$ cat config.mk
export PLATFORM = sky130hd
export DESIGN_NAME = misc_input_stage
export DESIGN_NICKNAME = d
export VERILOG_FILES = /design/src/rtl/misc_input_stage.sv
export SDC_FILE = /design/constraint.sdc
export NUM_CORES = 1
export LEC_CHECK = 0
export BUFFER_PORTS_ARGS = -buffer_cell sky130_fd_sc_hd__buf_2
export CORE_AREA = 2 2 141 74
export CTS_CLUSTER_DIAMETER = 200
export DETAILED_ROUTE_END_ITERATION = 8
export DIE_AREA = 0 0 143 76
export GPL_TIMING_DRIVEN = 0
export PLACE_DENSITY = 0.68
export SLEW_MARGIN = 20
export SYNTH_ARGS = -nofsm -noshare
export SYNTH_HDL_FRONTEND = slang
export SYNTH_SLANG_ARGS = --single-unit
$ cat constraint.sdc
create_clock -name clk_i -period 2.1 [get_ports clk_i]
set_clock_uncertainty 0.15 [all_clocks]
set_input_delay 0.315 -clock clk_i [delete_from_list [all_inputs] [get_ports clk_i]]
set_output_delay 0.315 -clock clk_i [all_outputs]
set_load 0.02 [all_outputs]
$ cat src/rtl/misc_input_stage.sv
// Input front end for the misc design mux: synchronises pad inputs, debounces the
// design-select strap and holds the selected design in reset around each selection change.
module misc_input_stage #(
    parameter int DEBOUNCE_CYCLES = 1024,
    parameter int RST_HOLD_CYCLES = 16
) (
    input  logic        clk_i,
    input  logic        rst_n,
    input  logic [41:0] io_in,
    input  logic [2:0]  design_sel,
    output logic [41:0] io_in_buffered,
    output logic [2:0]  design_sel_buffered,
    output logic        rst_override_n,
    output logic        sel_commit
);

    typedef enum logic [1:0] {
        DEBOUNCE = 2'd0,
        HOLD     = 2'd1,
        RUN      = 2'd2
    } state_t;

    localparam logic [15:0] DEB_LAST  = 16'(DEBOUNCE_CYCLES - 1);
    localparam logic [15:0] HOLD_LAST = 16'(RST_HOLD_CYCLES - 1);

    logic [41:0] io_sync_p0;
    logic [2:0]  sel_sync_p0;
    logic [2:0]  sel_s;
    state_t      state;
    logic [2:0]  cand;
    logic [15:0] cnt;

    // Two-flop synchronisers; the second stage of io_in is the output itself
    always_ff @(posedge clk_i or negedge rst_n) begin
        if (!rst_n) begin
            io_sync_p0     <= '0;
            io_in_buffered <= '0;
            sel_sync_p0    <= '0;
            sel_s          <= '0;
        end else begin
            io_sync_p0     <= io_in;
            io_in_buffered <= io_sync_p0;
            sel_sync_p0    <= design_sel;
            sel_s          <= sel_sync_p0;
        end
    end

    // Select sequencer; rst_override_n is registered high only when the next state is RUN
    always_ff @(posedge clk_i or negedge rst_n) begin
        if (!rst_n) begin
            state               <= DEBOUNCE;
            cand                <= '0;
            cnt                 <= '0;
            design_sel_buffered <= '0;
            rst_override_n      <= 1'b0;
            sel_commit          <= 1'b0;
        end else begin
            sel_commit <= 1'b0;
            case (state)
                DEBOUNCE: begin
                    rst_override_n <= 1'b0;
                    if (sel_s != cand) begin
                        cand <= sel_s;
                        cnt  <= '0;
                    end else if (cnt == DEB_LAST) begin
                        design_sel_buffered <= cand;
                        sel_commit          <= 1'b1;
                        cnt                 <= '0;
                        state               <= HOLD;
                    end else begin
                        cnt <= cnt + 16'd1;
                    end
                end
                HOLD: begin
                    if (cnt == HOLD_LAST) begin
                        state          <= RUN;
                        rst_override_n <= 1'b1;
                    end else begin
                        cnt            <= cnt + 16'd1;
                        rst_override_n <= 1'b0;
                    end
                end
                RUN: begin
                    if (sel_s != design_sel_buffered) begin
                        cand           <= sel_s;
                        cnt            <= '0;
                        state          <= DEBOUNCE;
                        rst_override_n <= 1'b0;
                    end else begin
                        rst_override_n <= 1'b1;
                    end
                end
                default: begin
                    state          <= DEBOUNCE;
                    rst_override_n <= 1'b0;
                end
            endcase
        end
    end

endmodule

After elaboration in Yosys (flattened, before gate mapping)
Index checks and enable logic that the tools add are counted.
{"block": "totals", "regBits": 116, "inputBits": 47, "out_inout_bits": 47, "elab_cells": 50}
{"block": "op_classes", "add_sub_neg": 1, "eq_ne": 12, "n_mux": 19, "n_bitwise": 1, "n_reduce_logical": 7}
{"operator": "two-way mux 16 bit", "count": 4}
{"operator": "case mux 16 bit (3 select lines)", "count": 1}
{"operator": "adder 16 x 1 -> 16 bit (second input constant)", "count": 1}
{"operator": "== test 16 x 10 -> 1 bit (second input constant)", "count": 1}
{"operator": "== test 16 x 4 -> 1 bit (second input constant)", "count": 1}
{"operator": "inequality test 2 bit (second input constant)", "count": 6}
{"operator": "AND reduction 3 bit", "count": 3}
{"operator": "two-way mux 2 bit", "count": 4}
{"operator": "two-way mux 3 bit", "count": 2}
{"operator": "inequality test 3 bit", "count": 2}
{"operator": "case mux 2 bit (3 select lines)", "count": 1}
{"operator": "case mux 3 bit (2 select lines)", "count": 1}
{"operator": "two-way mux 1 bit", "count": 5}
{"operator": "AND reduction 4 bit", "count": 1}
{"operator": "nonzero test 3 bit", "count": 1}
{"operator": "== test 2 x 1 -> 1 bit (second input constant)", "count": 1}
{"operator": "== test 2 bit (second input constant)", "count": 1}
{"operator": "zero test 2 bit", "count": 1}
{"operator": "case mux 1 bit (2 select lines)", "count": 1}
{"operator": "nonzero test 2 bit", "count": 1}
{"operator": "inverter 1 bit", "count": 1}

Longest topological paths before layout
Gate-level depths: netlist (run 1).
{"block": "depth", "word_depth": 4, "ltp_mapped": 7}

Least setup slack after synthesis (run 1)
OpenSTA, ideal clock, no wires.
{"block": "synth_path", "path_kind": "register -> register", "start": "register cnt[0]", "end": "register cnt[11]", "setup_ns": 0.121, "t_arrival_ns": 1.841, "required_time_ns": 1.829, "path_slack_ns": -0.012, "path_stages_with_launch": 8, "path_cell_list": "dfrtp_1 ha_1 and4b_1 and4_4 a211o_1 buf_6 a21o_1 a22o_1"}
{"block": "synth_between", "elab_chain_len": 4, "elab_cells_between_ends": 9}
{"item": "from (decl)", "line": "31", "text": "logic [15:0] cnt;"}
{"item": "from (signal assigned)", "line": "71", "text": "cnt <= cnt + 16'd1;"}
{"item": "from (signal assigned)", "line": "79", "text": "cnt <= cnt + 16'd1;"}
{"item": "adder 16 x 1 -> 16 bit or == test 16 x 10 -> 1 bit (tied branches)", "line": "71, 79, 65"}
{"item": "two-way mux 16 bit", "line": "65", "text": "end else if (cnt == DEB_LAST) begin"}
{"item": "two-way mux 16 bit", "line": "62", "text": "if (sel_s != cand) begin"}
{"item": "case mux 16 bit (3 select lines)", "line": "59", "text": "case (state)"}
Several ways; a longest one is shown, not always the timed one. The select of a mux whose other input is x is not followed.
A chain may end at the register's enable or synchronous reset.

Worst setup path in the final report (run 1)
Ends and elaborated chain as after synthesis.

==> summary.md, run 1 <==
| Metric | Value |
|---|---|
| Clk pin slew, worst setup/hold paths | 0.06 ns |
| Signal arrival time at the worst endpoint | 2.28 ns |
| Gate Count Post-Synth | around 240 |
| Max_cap viols | 0 |
| Post-synthesis async set-or-reset flop share | 1.00 |
| Main synth FF type | sky130_fd_sc_hd__dfrtp_1 |
| Placed Instances | 476 |
| Largest buffer count on any clock path | 2 |
| Die X-Extent | 143 um |
| Mean instance size in the synthesized netlist | 15.7 sq um |
| Initial antenna violation count | 0 |
| Sequential fraction of the synthesis area | 0.766 |
| Achievable Freq | 467 MHz |
| Final clock period utilization by the worst path | 1.02 |
| Result of the run | finished, violations left |
| CP Data Required Time | 2.24 ns |
| Count of port buffers added during placement | 93 |
| Detailed router's first-iteration violation count | 164 |
| Adder-cell share of the synthesized area | 0.0165 |
| Clock tree from TritonCTS | yes |
| Synthesized-area fraction occupied by ao, oa, aoi and oai cells | 0.0789 |
| Final critical path time including I/O delays and setup | 2.14 ns |
| Number of H-tree levels | 4 |
| Area added between synthesis and finish | 51.7% |
| Skew-Pair Late Insertion Delay | just over 0.4 ns |
| Worst setup timing slack at the placement stage | -0.412 ns |
| Core Box Area | around 9800 sq um |
| Die H | approximately 76 um |
| Pin count of the biggest net entering global routing | 66 |
| Wire length of the first global-routing pass | 13,800 um |
| Antenna diode count | 0 |
| Area of the die | 10,900 sq um |
| Synth Cell Area | 3790 sq um |
| Launch point of the worst hold path | io_sync_p0[1]$_DFF_PN0_ |
| RSZ-0062 raised after global routing | true |
| Inserted Clock Buffers | 17 |
| Main combinational cell family by area after synthesis | simple AND/OR/NAND/NOR gates |
| Cell Rows | 26 |
| Worst-case setup margin in the final layout | -0.0416 ns |
| Crit start category | flip-flop |
| Initial DRT Pass Iterations | 5 |
| Final cell area excluding filler cells | 5750 sq um |
| Total routing usage reported by global routing | 0.170 |
| Number of unique standard cell types used by synthesis | 42 |
| DRT antenna net count | 0 |
| Violations in the final reports | setup timing |
| Fin util | 0.587 |
| Hold Path Depth | 0 |
| Non-filler cells, final | 566 |
| Type of the worst setup path | reg -> reg |
| Proportion of netlist area held by the largest area contributor | 0.766 |
| Wire length after detailed routing | between 8000 and 9000 um |
| Top cells by area in the synthesized netlist | sky130_fd_sc_hd__dfrtp_1 (77%), sky130_fd_sc_hd__a22o_1 (1.8%), sky130_fd_sc_hd__mux2_2 (1.8%) |
| Count of endpoints failing setup in the final report | 5 |
| Total Negative Setup Slacks | -0.0840 ns |
| Maximum vdd drop | 0.000663 V |
| Worst hold path type | reg -> reg |
| Effective utilization at floorplan | 0.387 |
| Post-synthesis simple-gate area fraction | 0.100 |
| Type of element capturing the critical path | flip-flop |
| Post-DP HPWL | 5030 um |
| Synthesized net count | between 200 and 300 |
| Routed length per placed instance | 15.4 um |
| FF-to-FF setup slack | -0.04 ns |
| Xor and xnor area share after synthesis | 0.0139 |
| Warnings from Yosys | 0 |
| Count of state elements after synthesis | 116 |
| Mean number of vias per cell | 4.68 |
| Worst hold path endpoint | io_in_buffered[1]$_DFF_PN0_ |
| Critical-path maximum fanout | 9 |
| Number of flops mapped to enable cells by yosys | 0 |
| I/O pins | 94 |
| Worst slew slack as a fraction of its limit | 0.678 |
| Cell count of the worst reg-to-reg path | 7 |
| Share of cells above drive strength 1 | 0.394 |
| Overflow after GRT | 0 |
| Endpoint of the most critical register-to-register path | cnt[11]$_DFFE_PN0P_ |
| Mux cell area share after synthesis | 0.0178 |
| Sink Count | around 120 |
| Leakage power | 2.71 nW |
| Vias | 2,651 |
| Final Slew Violations | 0 |
| Number of nets at the end of the flow | 465 |
| Slew @ Worst Pin | 0.483 ns |
| Placer's final routability congestion estimate | ~0.87 |
| Worst R2R Start | cnt[0]$_DFFE_PN0P_ |
| Final hold viol count | 0 |
| Number of global-route vias before repair | 2,639 |
| DR DRC count | 0 |
| Dominant cell type by area after synthesis | sky130_fd_sc_hd__dfrtp_1 |
| Power density normalized to cell area | between 1000 and 1500 nW/um^2 |
| Placed cell areas | ~4500 sq um |
| Buffer type at the clock tree root | sky130_fd_sc_hd__clkbuf_16 |
cell families (layout without fill, tap and decap cells):
| group | after synthesis | count (layout) |
|---|---|---|
| adders and majority gates | 5 | 5 |
| xor gates and xnor gates | 6 | 6 |
| and+or+nand+nor | 67 | 67 |
| muxes | 6 | 6 |
| DFF | 116 | 116 |
| AOI/OAI and AO/OA | 37 | 37 |
| buffers and inverters | 5 | 189 |
synth_stat cells, types with 2 or more instances:
library cell and instances:
sky130_fd_sc_hd__ha_1 5, sky130_fd_sc_hd__a31oi_1 2, sky130_fd_sc_hd__or4_1 2, sky130_fd_sc_hd__o21ai_0 7, sky130_fd_sc_hd__nand2_1 15, sky130_fd_sc_hd__and4_1 2, sky130_fd_sc_hd__xnor2_1 6, sky130_fd_sc_hd__a21o_1 5
sky130_fd_sc_hd__a211oi_1 2, sky130_fd_sc_hd__nor2_1 11, sky130_fd_sc_hd__a22o_1 8, sky130_fd_sc_hd__nor4_1 2, sky130_fd_sc_hd__and4_4 2, sky130_fd_sc_hd__mux2_2 6, sky130_fd_sc_hd__and3_1 4, sky130_fd_sc_hd__nor3_1 6
sky130_fd_sc_hd__dfrtp_1 116, sky130_fd_sc_hd__inv_1 4, sky130_fd_sc_hd__nand3_1 6, sky130_fd_sc_hd__a221o_1 2, sky130_fd_sc_hd__nand4_1 8
report_power, final:
| group | switching [W] | internal, W |
|---|---|---|
| Combinational | 0.000204 | 0.000178 |
| Sequential | 0.0000407 | 0.00233 |
| Clock | 0.00111 | 0.00190 |
layout make-up:
cell class                 instances  area [sq um]
fill                             736          4040
sequential                       116          2910
timing repair buffer             152          1050
multi-input combinational        121           960
clock buffer                      17           425
clock inverter                    15           196
tap                              140           175
buffer                             1          15.0
inverter                           4          15.0
worst max-delay path, stage by stage (launching register included):
cell and delay [ns]:
sky130_fd_sc_hd__dfrtp_1 0.41, sky130_fd_sc_hd__ha_4 0.18, sky130_fd_sc_hd__and4b_1 0.21, sky130_fd_sc_hd__and4_4 0.18, sky130_fd_sc_hd__a211o_4 0.37, sky130_fd_sc_hd__buf_8 0.16, sky130_fd_sc_hd__a21o_1 0.15, sky130_fd_sc_hd__a22o_1 0.22
cells in the final DEF (no fill, tap or decap), drive strengths merged, types with 3 or more instances in the layout:
master	count
and3	4
clkbuf	17
inv	11
a22o	8
a21o	5
nor4	3
dlygate4sd3	46
and4	4
nor3	6
dfrtp	116
bufinv	3
buf	107
nand4	8
ha	5
o21ai	8
nand2	15
clkinv	3
xnor2	6
mux2	6
nor2	12
nand3	7
metal layers:
metal  up-vias  part of all wire  track usage
li1       1213                 -            -
met1      1309              0.47        0.243
met2       119              0.43        0.232
met3        10             0.091       0.0735
met4         0            0.0066       0.0535
met5         -                 0            0
what timing repair did:
item,in CTS,in global routing
hold buffers,46,0
setup buffers,10,2
pin swaps,4,7
hold endpoints to repair,96,0
setup endpoints to repair,16,11
gates resized for setup,9,14
flip-flops by register name, indices dropped and copies added, names as in the netlist:
name                 flops
io_in_buffered          42
io_sync_p0              42
cnt                     16
cand                     3
design_sel_buffered      3
sel_s                    3
sel_sync_p0              3
state                    2
rst_override_n           1
sel_commit               1
how the worst max path moves through the flow:
| stage | startpoint | endpoint | slack [ns] | cells past startpoint |
|---|---|---|---|---|
| 4_1_cts | cnt[1]$_DFFE_PN0P_ | cnt[11]$_DFFE_PN0P_ | -0.03 | 7 |
| 6_report | cnt[0]$_DFFE_PN0P_ | cnt[11]$_DFFE_PN0P_ | -0.04 | 7 |
| 3_5_place_dp | cnt[0]$_DFFE_PN0P_ | cnt[8]$_DFFE_PN0P_ | -0.41 | 6 |
| 3_3_place_gp | rst_n | io_in_buffered[26]$_DFF_PN0_ | -0.73 | 1 |
| 5_1_grt | cnt[0]$_DFFE_PN0P_ | cnt[11]$_DFFE_PN0P_ | -0.09 | 7 |
| 2_1_floorplan | cnt[0]$_DFFE_PN0P_ | cnt[11]$_DFFE_PN0P_ | 0.02 | 7 |
through the flow:
stage / hold WS (ns) / total power [W]
2_1_floorplan: -0.131 / 0.00253
3_3_place_gp: 0.181 / 0.00268
3_5_place_dp: 0.144 / 0.00270
4_1_cts: 0.197 / 0.00581
5_1_grt: 0.206 / 0.00602
6_report: 0.195 / 0.00577
(Power assumes the default switching activity.)
==> inputs of run 2 (changes only) <==
--- a/config.mk
+++ b/config.mk
@@ -5,13 +5,14 @@
 export SDC_FILE = /design/constraint.sdc
 export NUM_CORES = 1
 export LEC_CHECK = 0
-export BUFFER_PORTS_ARGS = -buffer_cell sky130_fd_sc_hd__buf_2
+export BUFFER_PORTS_ARGS = -buffer_cell sky130_fd_sc_hd__buf_4
 export CORE_AREA = 2 2 141 74
 export CTS_CLUSTER_DIAMETER = 200
 export DETAILED_ROUTE_END_ITERATION = 8
 export DIE_AREA = 0 0 143 76
 export GPL_TIMING_DRIVEN = 0
 export PLACE_DENSITY = 0.68
+export SETUP_SLACK_MARGIN = 0.5
 export SLEW_MARGIN = 20
 export SYNTH_ARGS = -nofsm -noshare
 export SYNTH_HDL_FRONTEND = slang
==> run 2 against run 1 <==
Effect of this change: the run still ends with setup timing left; maximum frequency rose by 0.21%; clock-buffer cell count up 1; sequential share of layout area is 3.7 points lower; final area rose by 8.4%; critical path depth did not move; wire length increased by 9.5%; critical path type unchanged; register-to-register slack about the same; worst hold slack got worse by 0.0023 ns; sequential cell count did not move; via count grew 3.5%; setup slack better by 0.0045 ns; total power up 0.68%.
==> summary.md, run 2 (synthesized netlist as in run 1, its figures left out) <==
| Metric | Value |
|---|---|
| Result of the run | finished, violations left |
| Violations in the final reports | setup timing |
| Vias | 2,745 (+3.5%) |
| Skew-Pair Late Insertion Delay | 0.41 ns (about the same) |
| Crit start category | flip-flop |
| Total Negative Setup Slacks | -0.128 ns (-0.0442 ns) |
| Fin util | 0.636 (+0.0492) |
| Initial antenna violation count | 0 (unchanged) |
| Leading cell type in the layout, fill and taps excluded | sky130_fd_sc_hd__buf_4 |
| Final Slew Violations | 0 (unchanged) |
| Wire length of the first global-routing pass | 14,700 um (+5.9%) |
| Max_cap viols | 0 (unchanged) |
| Number of H-tree levels | 4 (unchanged) |
| Clock tree from TritonCTS | yes |
| Mean number of vias per cell | 4.72 (+0.87%) |
| Clk pin slew, worst setup/hold paths | 0.06 ns (about the same) |
| Post-DP HPWL | 4890 um (-2.7%) |
| Initial DRT Pass Iterations | 4 (-1) |
| RSZ-0062 raised after global routing | true |
| Sink Count | 116 (unchanged) |
| Buffer type at the clock tree root | sky130_fd_sc_hd__clkbuf_16 |
| DR DRC count | 0 (unchanged) |
| Overflow after GRT | 0 (unchanged) |
| Worst hold path endpoint | io_in_buffered[25]$_DFF_PN0_ |
| Cell count of the worst reg-to-reg path | 7 (unchanged) |
| Worst R2R Start | cnt[0]$_DFFE_PN0P_ |
| Placer's final routability congestion estimate | 0.871 (-0.39%) |
| Slew @ Worst Pin | 0.928 ns (+0.444 ns) |
| Placed cell areas | 4710 sq um (+5.5%) |
| Post-layout power | 0.00581 W (+0.68%) |
| Worst slew slack as a fraction of its limit | 0.382 (-0.296) |
| Power density normalized to cell area | 933 nW/um^2 (-7.1%) |
| Signal arrival time at the worst endpoint | 2.28 ns (about the same) |
| Effective utilization at floorplan | 0.387 (unchanged) |
| Achievable Freq | 468 MHz (+0.21%) |
| Pin count of the biggest net entering global routing | 117 (+77%) |
| Maximum vdd drop | 0.000526 V (-21%) |
| Antenna diode count | 0 (unchanged) |
| Worst-case setup margin in the final layout | -0.0372 ns (+0.00449 ns) |
| Final cell area excluding filler cells | 6230 sq um (+8.4%) |
| Final critical path time including I/O delays and setup | 2.14 ns (-0.00449 ns) |
| Count of port buffers added during placement | 93 (unchanged) |
| Final hold viol count | 0 (unchanged) |
| Type of the worst setup path | reg -> reg |
| Die H | 76 um (unchanged) |
| Largest buffer count on any clock path | 2 (unchanged) |
| Count of endpoints failing setup in the final report | 5 (unchanged) |
| Number of global-route vias before repair | 2,781 (+5.4%) |
| Hold Path Depth | 0 (unchanged) |
| FF-to-FF setup slack | -0.04 ns (about the same) |
| Wire length after detailed routing | 9520 um (+9.5%) |
| Leakage power | 2.89 nW (+6.6%) |
| Critical-path maximum fanout | 10 (+1) |
| Launch point of the worst hold path | io_sync_p0[25]$_DFF_PN0_ |
| Endpoint of the most critical register-to-register path | cnt[11]$_DFFE_PN0P_ |
| Type of element capturing the critical path | flip-flop |
| Largest registers | io_in_buffered (42), io_sync_p0 (42), cnt (16) |
| I/O pins | 94 (unchanged) |
| Total routing usage reported by global routing | 0.180 (+0.0105) |
| Area of the die | 10,900 sq um (unchanged) |
| Share of cells above drive strength 1 | 0.465 (+0.0705) |
| Number of nets at the end of the flow | 480 (+3.2%) |
| Routed length per placed instance | 16.4 um (+6.6%) |
| DRT antenna net count | 0 (unchanged) |
| Detailed router's first-iteration violation count | 172 (+4.9%) |
| Inserted Clock Buffers | 17 (unchanged) |
| Commonest cells after routing, fill and taps aside | sky130_fd_sc_hd__buf_4 (114), sky130_fd_sc_hd__dfrtp_1 (103), sky130_fd_sc_hd__dlygate4sd3_1 (46) |
| Area added between synthesis and finish | 64.4% |
| Worst hold path type | reg -> reg |
| Cell Rows | 26 (unchanged) |
| Core Box Area | 9790 sq um (unchanged) |
| Die X-Extent | 143 um (unchanged) |
| CP Data Required Time | 2.24 ns (about the same) |
| Final clock period utilization by the worst path | 1.02 (-0.00214) |
## run 2: report_power, final
part           internal (W)  total, W  switching, W
logic              0.000265  0.000490      0.000225
registers           0.00234   0.00239     0.0000519
clock network       0.00182   0.00293       0.00111
total               0.00442   0.00581       0.00139
## run 2: area by class of cell
type / instances / area, sq um
plain buffers: 1 / 15.0
fillers: 678 / 3560
repair buffers: 165 / 1380
flip-flops and latches: 116 / 2920
clock buffers: 18 / 439
multi-input cells: 123 / 1120
clock inverters: 14 / 166
inverters: 4 / 15.0
well taps: 140 / 175
## run 2: worst max path at each step
| stage | start | to | slack [ns] | cells after the start |
|---|---|---|---|---|
| 2_1_floorplan | cnt[1]$_DFFE_PN0P_ | cnt[11]$_DFFE_PN0P_ | 0.1 | 7 |
| 3_3_place_gp | cnt[1]$_DFFE_PN0P_ | cnt[8]$_DFFE_PN0P_ | -0.30 | 6 |
| 3_5_place_dp | cnt[0]$_DFFE_PN0P_ | cnt[8]$_DFFE_PN0P_ | -0.31 | 6 |
| 4_1_cts | cnt[0]$_DFFE_PN0P_ | cnt[11]$_DFFE_PN0P_ | 0.02 | 7 |
| 5_1_grt | cnt[0]$_DFFE_PN0P_ | cnt[11]$_DFFE_PN0P_ | -0.09 | 7 |
| 6_report | cnt[0]$_DFFE_PN0P_ | cnt[11]$_DFFE_PN0P_ | -0.04 | 7 |
## run 2: critical path, cell delays in order, from the launching register on
cell	delay [ns]
sky130_fd_sc_hd__dfrtp_1	0.41
sky130_fd_sc_hd__ha_4	0.18
sky130_fd_sc_hd__and4b_1	0.21
sky130_fd_sc_hd__and4_4	0.21
sky130_fd_sc_hd__a211o_4	0.36
sky130_fd_sc_hd__buf_8	0.16
sky130_fd_sc_hd__a21o_1	0.15
sky130_fd_sc_hd__a22o_1	0.19
## run 2: what timing repair did
item | CTS | global route
hold buffers | 46 | 0
resized for setup | 27 | 26
pin swaps | 9 | 22
hold endpoints to repair | 161 | 0
buffers inserted | 15 | 11
cloned | 1 | 1
setup endpoints to repair | 25 | 26
## run 2: through the flow
| step | std cells | setup slack (ns) | hold slack [ns] |
|---|---|---|---|
| 4_1_cts | 569 | 0.0233 | 0.192 |
| 3_5_place_dp | 475 | -0.311 | 0.185 |
| 3_3_place_gp | 475 | -0.297 | 0.182 |
| 6_report | 581 | -0.0372 | 0.193 |
| 5_1_grt | 581 | -0.0922 | 0.201 |
| 2_1_floorplan | 242 | 0.0952 | -0.131 |
## run 2: layer usage
metal | part of all wire | vias up | track usage
li1 | - | 1250 | -
met1 | 0.48 | 1345 | 0.256
met2 | 0.44 | 143 | 0.253
met3 | 0.080 | 7 | 0.0704
met4 | 0.0061 | 0 | 0.0614
met5 | 0 | - | 0
==> inputs of run 3 (changes only) <==
==> constraint.sdc (replaced) <==
create_clock -name clk_i -period 2.1 [get_ports clk_i]
set_clock_uncertainty 0.15 [all_clocks]
set_input_delay 0.315 -clock clk_i [delete_from_list [all_inputs] [get_ports clk_i]]
set_output_delay 0.315 -clock clk_i [all_outputs]
set_load 0.005 [all_outputs]
==> run 3 against run 2 <==
Effect of this change: total power is 2.1% higher; largest power group unchanged; wire length fell by 2.6%; final area about the same; final cell count fell by 0.86%; non-clock buffer count fell by 4; register-to-register slack better by 0.03 ns; sequential cell count unchanged; die area is the same; worst hold slack got worse by 0.0023 ns; first-iteration DRC count is 13% higher; clock-buffer cell count down 1; the run still ends with setup timing left.
==> summary.md, run 3 (synthesized netlist as in run 1, its figures left out) <==
| Metric | Value |
|---|---|
| Pin count of the biggest net entering global routing | 117 (unchanged) |
| Final hold viol count | 0 (unchanged) |
| Cell Rows | 26 (unchanged) |
| Critical-path maximum fanout | 6 (-4) |
| Worst hold path endpoint | io_in_buffered[41]$_DFF_PN0_ |
| Routed length per placed instance | 16.1 um (-1.8%) |
| Largest registers | io_in_buffered (42), io_sync_p0 (42), cnt (16) |
| Clock tree from TritonCTS | yes |
| Inserted Clock Buffers | 17 (unchanged) |
| Post-DP HPWL | 4960 um (+1.6%) |
| FF-to-FF setup slack | -0.01 ns (+0.03 ns) |
| Worst setup timing slack at the placement stage | -0.402 ns (-0.0910 ns) |
| Number of H-tree levels | 4 (unchanged) |
| Met3 layer usage reported by global route | 0.0742 (+0.00377) |
| Antenna diode count | 0 (unchanged) |
| Power density normalized to cell area | 952 nW/um^2 (+2.0%) |
| Slew @ Worst Pin | 0.819 ns (-0.108 ns) |
| Overflow after GRT | 0 (unchanged) |
| Worst hold path type | reg -> reg |
| DRT antenna net count | 0 (unchanged) |
| Area added between synthesis and finish | 64.5% (about the same) |
| Initial DRT Pass Iterations | 6 (+2) |
| Cell count of the worst reg-to-reg path | 6 (-1) |
| Leakage power | 2.90 nW (+0.47%) |
| Placer's final routability congestion estimate | 0.861 (-1.1%) |
| Met1 usage in global routing | 0.241 (-0.0148) |
| Type of the worst setup path | reg -> reg |
| Met2 Use GR | 0.254 (+0.000957) |
| Final critical path time including I/O delays and setup | 2.11 ns (-0.0251 ns) |
| Fin util | 0.637 (about the same) |
| Core Box Area | 9790 sq um (unchanged) |
| Clk pin slew, worst setup/hold paths | 0.06 ns (about the same) |
| CP Data Required Time | 2.24 ns (about the same) |
| Launch point of the worst hold path | io_sync_p0[41]$_DFF_PN0_ |
| Share of cells above drive strength 1 | 0.447 (-0.0176) |
| Mean number of vias per cell | 4.66 (-1.4%) |
| Max_cap viols | 0 (unchanged) |
| Result of the run | finished, violations left |
| Largest buffer count on any clock path | 2 (unchanged) |
| Total Negative Setup Slacks | -0.0246 ns (+0.104 ns) |
| Layer carrying the most global-route usage | met2 |
| Worst-case setup margin in the final layout | -0.0121 ns (+0.0251 ns) |
| Sink Count | 116 (unchanged) |
| Crit start category | flip-flop |
| Signal arrival time at the worst endpoint | 2.25 ns (-0.03 ns) |
| RSZ-0062 raised after global routing | true |
| Commonest cells after routing, fill and taps aside | sky130_fd_sc_hd__dfrtp_1 (113), sky130_fd_sc_hd__buf_4 (111), sky130_fd_sc_hd__dlygate4sd3_1 (46) |
| Final clock period utilization by the worst path | 1.01 (-0.0119) |
| Die X-Extent | 143 um (unchanged) |
| Initial antenna violation count | 0 (unchanged) |
| Count of endpoints failing setup in the final report | 3 (-2) |
| I/O pins | 94 (unchanged) |
| Achievable Freq | 473 MHz (+1.2%) |
| Effective utilization at floorplan | 0.387 (unchanged) |
| Detailed router's first-iteration violation count | 195 (+13%) |
| Placed Instances | 475 (unchanged) |
| Endpoint of the most critical register-to-register path | cnt[4]$_DFFE_PN0P_ |
| Vias | 2,683 (-2.3%) |
| Worst slew slack as a fraction of its limit | 0.454 (+0.0721) |
| Leading cell type in the layout, fill and taps excluded | sky130_fd_sc_hd__dfrtp_1 |
| Final Slew Violations | 0 (unchanged) |
| Area of the die | 10,900 sq um (unchanged) |
| Worst R2R Start | cnt[11]$_DFFE_PN0P_ |
| Buffer type at the clock tree root | sky130_fd_sc_hd__clkbuf_16 |
| Number of global-route vias before repair | 2,744 (-1.3%) |
| Count of port buffers added during placement | 93 (unchanged) |
| Non-filler cells, final | 576 (-0.86%) |
| Total routing usage reported by global routing | 0.175 (-0.00466) |
| Number of nets at the end of the flow | 475 (-1.0%) |
| Die H | 76 um (unchanged) |
| DR DRC count | 0 (unchanged) |
| Wire length after detailed routing | 9270 um (-2.6%) |
| Maximum vdd drop | 0.000549 V (+4.2%) |
| Wire length of the first global-routing pass | 14,400 um (-1.9%) |
| Minimum hold slack | 0.191 ns (-0.00232 ns) |
| Violations in the final reports | setup timing |
| Skew-Pair Late Insertion Delay | 0.41 ns (about the same) |
| Hold Path Depth | 0 (unchanged) |
| Type of element capturing the critical path | flip-flop |
run 3: cell types whose count changed in the layout (fill, tap and decap cells not counted), moves of 3 or more:
cell | previous run | this run
sky130_fd_sc_hd__o21ai_2 | 1 | 6
sky130_fd_sc_hd__dfrtp_1 | 103 | 113
sky130_fd_sc_hd__o21ai_0 | 4 | 1
sky130_fd_sc_hd__dfrtp_2 | 13 | 3
sky130_fd_sc_hd__buf_4 | 114 | 111
sky130_fd_sc_hd__xnor2_4 | 3 | 0
run 3: worst max-delay path by stage:
stage          slack (ns)                  end                 from
2_1_floorplan         0.1  cnt[11]$_DFFE_PN0P_   cnt[1]$_DFFE_PN0P_
3_3_place_gp        -0.31   cnt[8]$_DFFE_PN0P_   cnt[1]$_DFFE_PN0P_
3_5_place_dp        -0.40   cnt[8]$_DFFE_PN0P_   cnt[1]$_DFFE_PN0P_
4_1_cts            -0.003  cnt[11]$_DFFE_PN0P_   cnt[1]$_DFFE_PN0P_
5_1_grt              -0.1   cnt[4]$_DFFE_PN0P_  cnt[14]$_DFFE_PN0P_
6_report            -0.01   cnt[4]$_DFFE_PN0P_  cnt[11]$_DFFE_PN0P_
run 3: what timing repair did:
item	in CTS	in global routing
hold endpoints to repair	161	0
buffers inserted	14	7
gates cloned	2	0
hold buffers	46	0
gates resized for setup	27	26
pin swaps	15	12
endpoints found under the setup margin	25	27
run 3: where the power goes:
| group | internal, W | total [W] | leakage, nW | switching, W |
|---|---|---|---|---|
| sequential | 0.00233 | 0.00238 | 1.40 | 0.0000436 |
| combinational | 0.000255 | 0.000433 | 1.19 | 0.000178 |
| clock | 0.00202 | 0.00312 | 0.311 | 0.00110 |
| total | 0.00461 | 0.00593 | 2.90 | 0.00132 |
run 3: worst max-delay path: stages, from the launching register on:
cell and delay (ns):
sky130_fd_sc_hd__dfrtp_2 0.45, sky130_fd_sc_hd__nor4_4 0.37, sky130_fd_sc_hd__and4_4 0.32, sky130_fd_sc_hd__o31ai_4 0.09, sky130_fd_sc_hd__buf_4 0.17, sky130_fd_sc_hd__and3_1 0.17, sky130_fd_sc_hd__a221o_1 0.26
run 3: area by class of cell:
| class | instances | area (sq um) |
|---|---|---|
| Multi-Input combinational cell | 122 | 1110 |
| Clock buffer | 17 | 425 |
| Clock inverter | 15 | 218 |
| Sequential cell | 116 | 2910 |
| Inverter | 4 | 15.0 |
| Buffer | 1 | 15.0 |
| Tap cell | 140 | 175 |
| Fill cell | 689 | 3560 |
| Timing Repair Buffer | 161 | 1370 |
run 3: per-layer routing:
metal | share of wire | wire (um)
met1 | 0.46 | 4280
met2 | 0.45 | 4140
met3 | 0.081 | 748
met4 | 0.011 | 105
met5 | 0 | 0
run 3: metrics by stage:
stage | instance area [sq um] | total power, W
5_1_grt | 6230 | 0.00615
2_1_floorplan | 3810 | 0.00249
3_5_place_dp | 4680 | 0.00269
3_3_place_gp | 4680 | 0.00268
4_1_cts | 6070 | 0.00594
6_report | 6230 | 0.00593
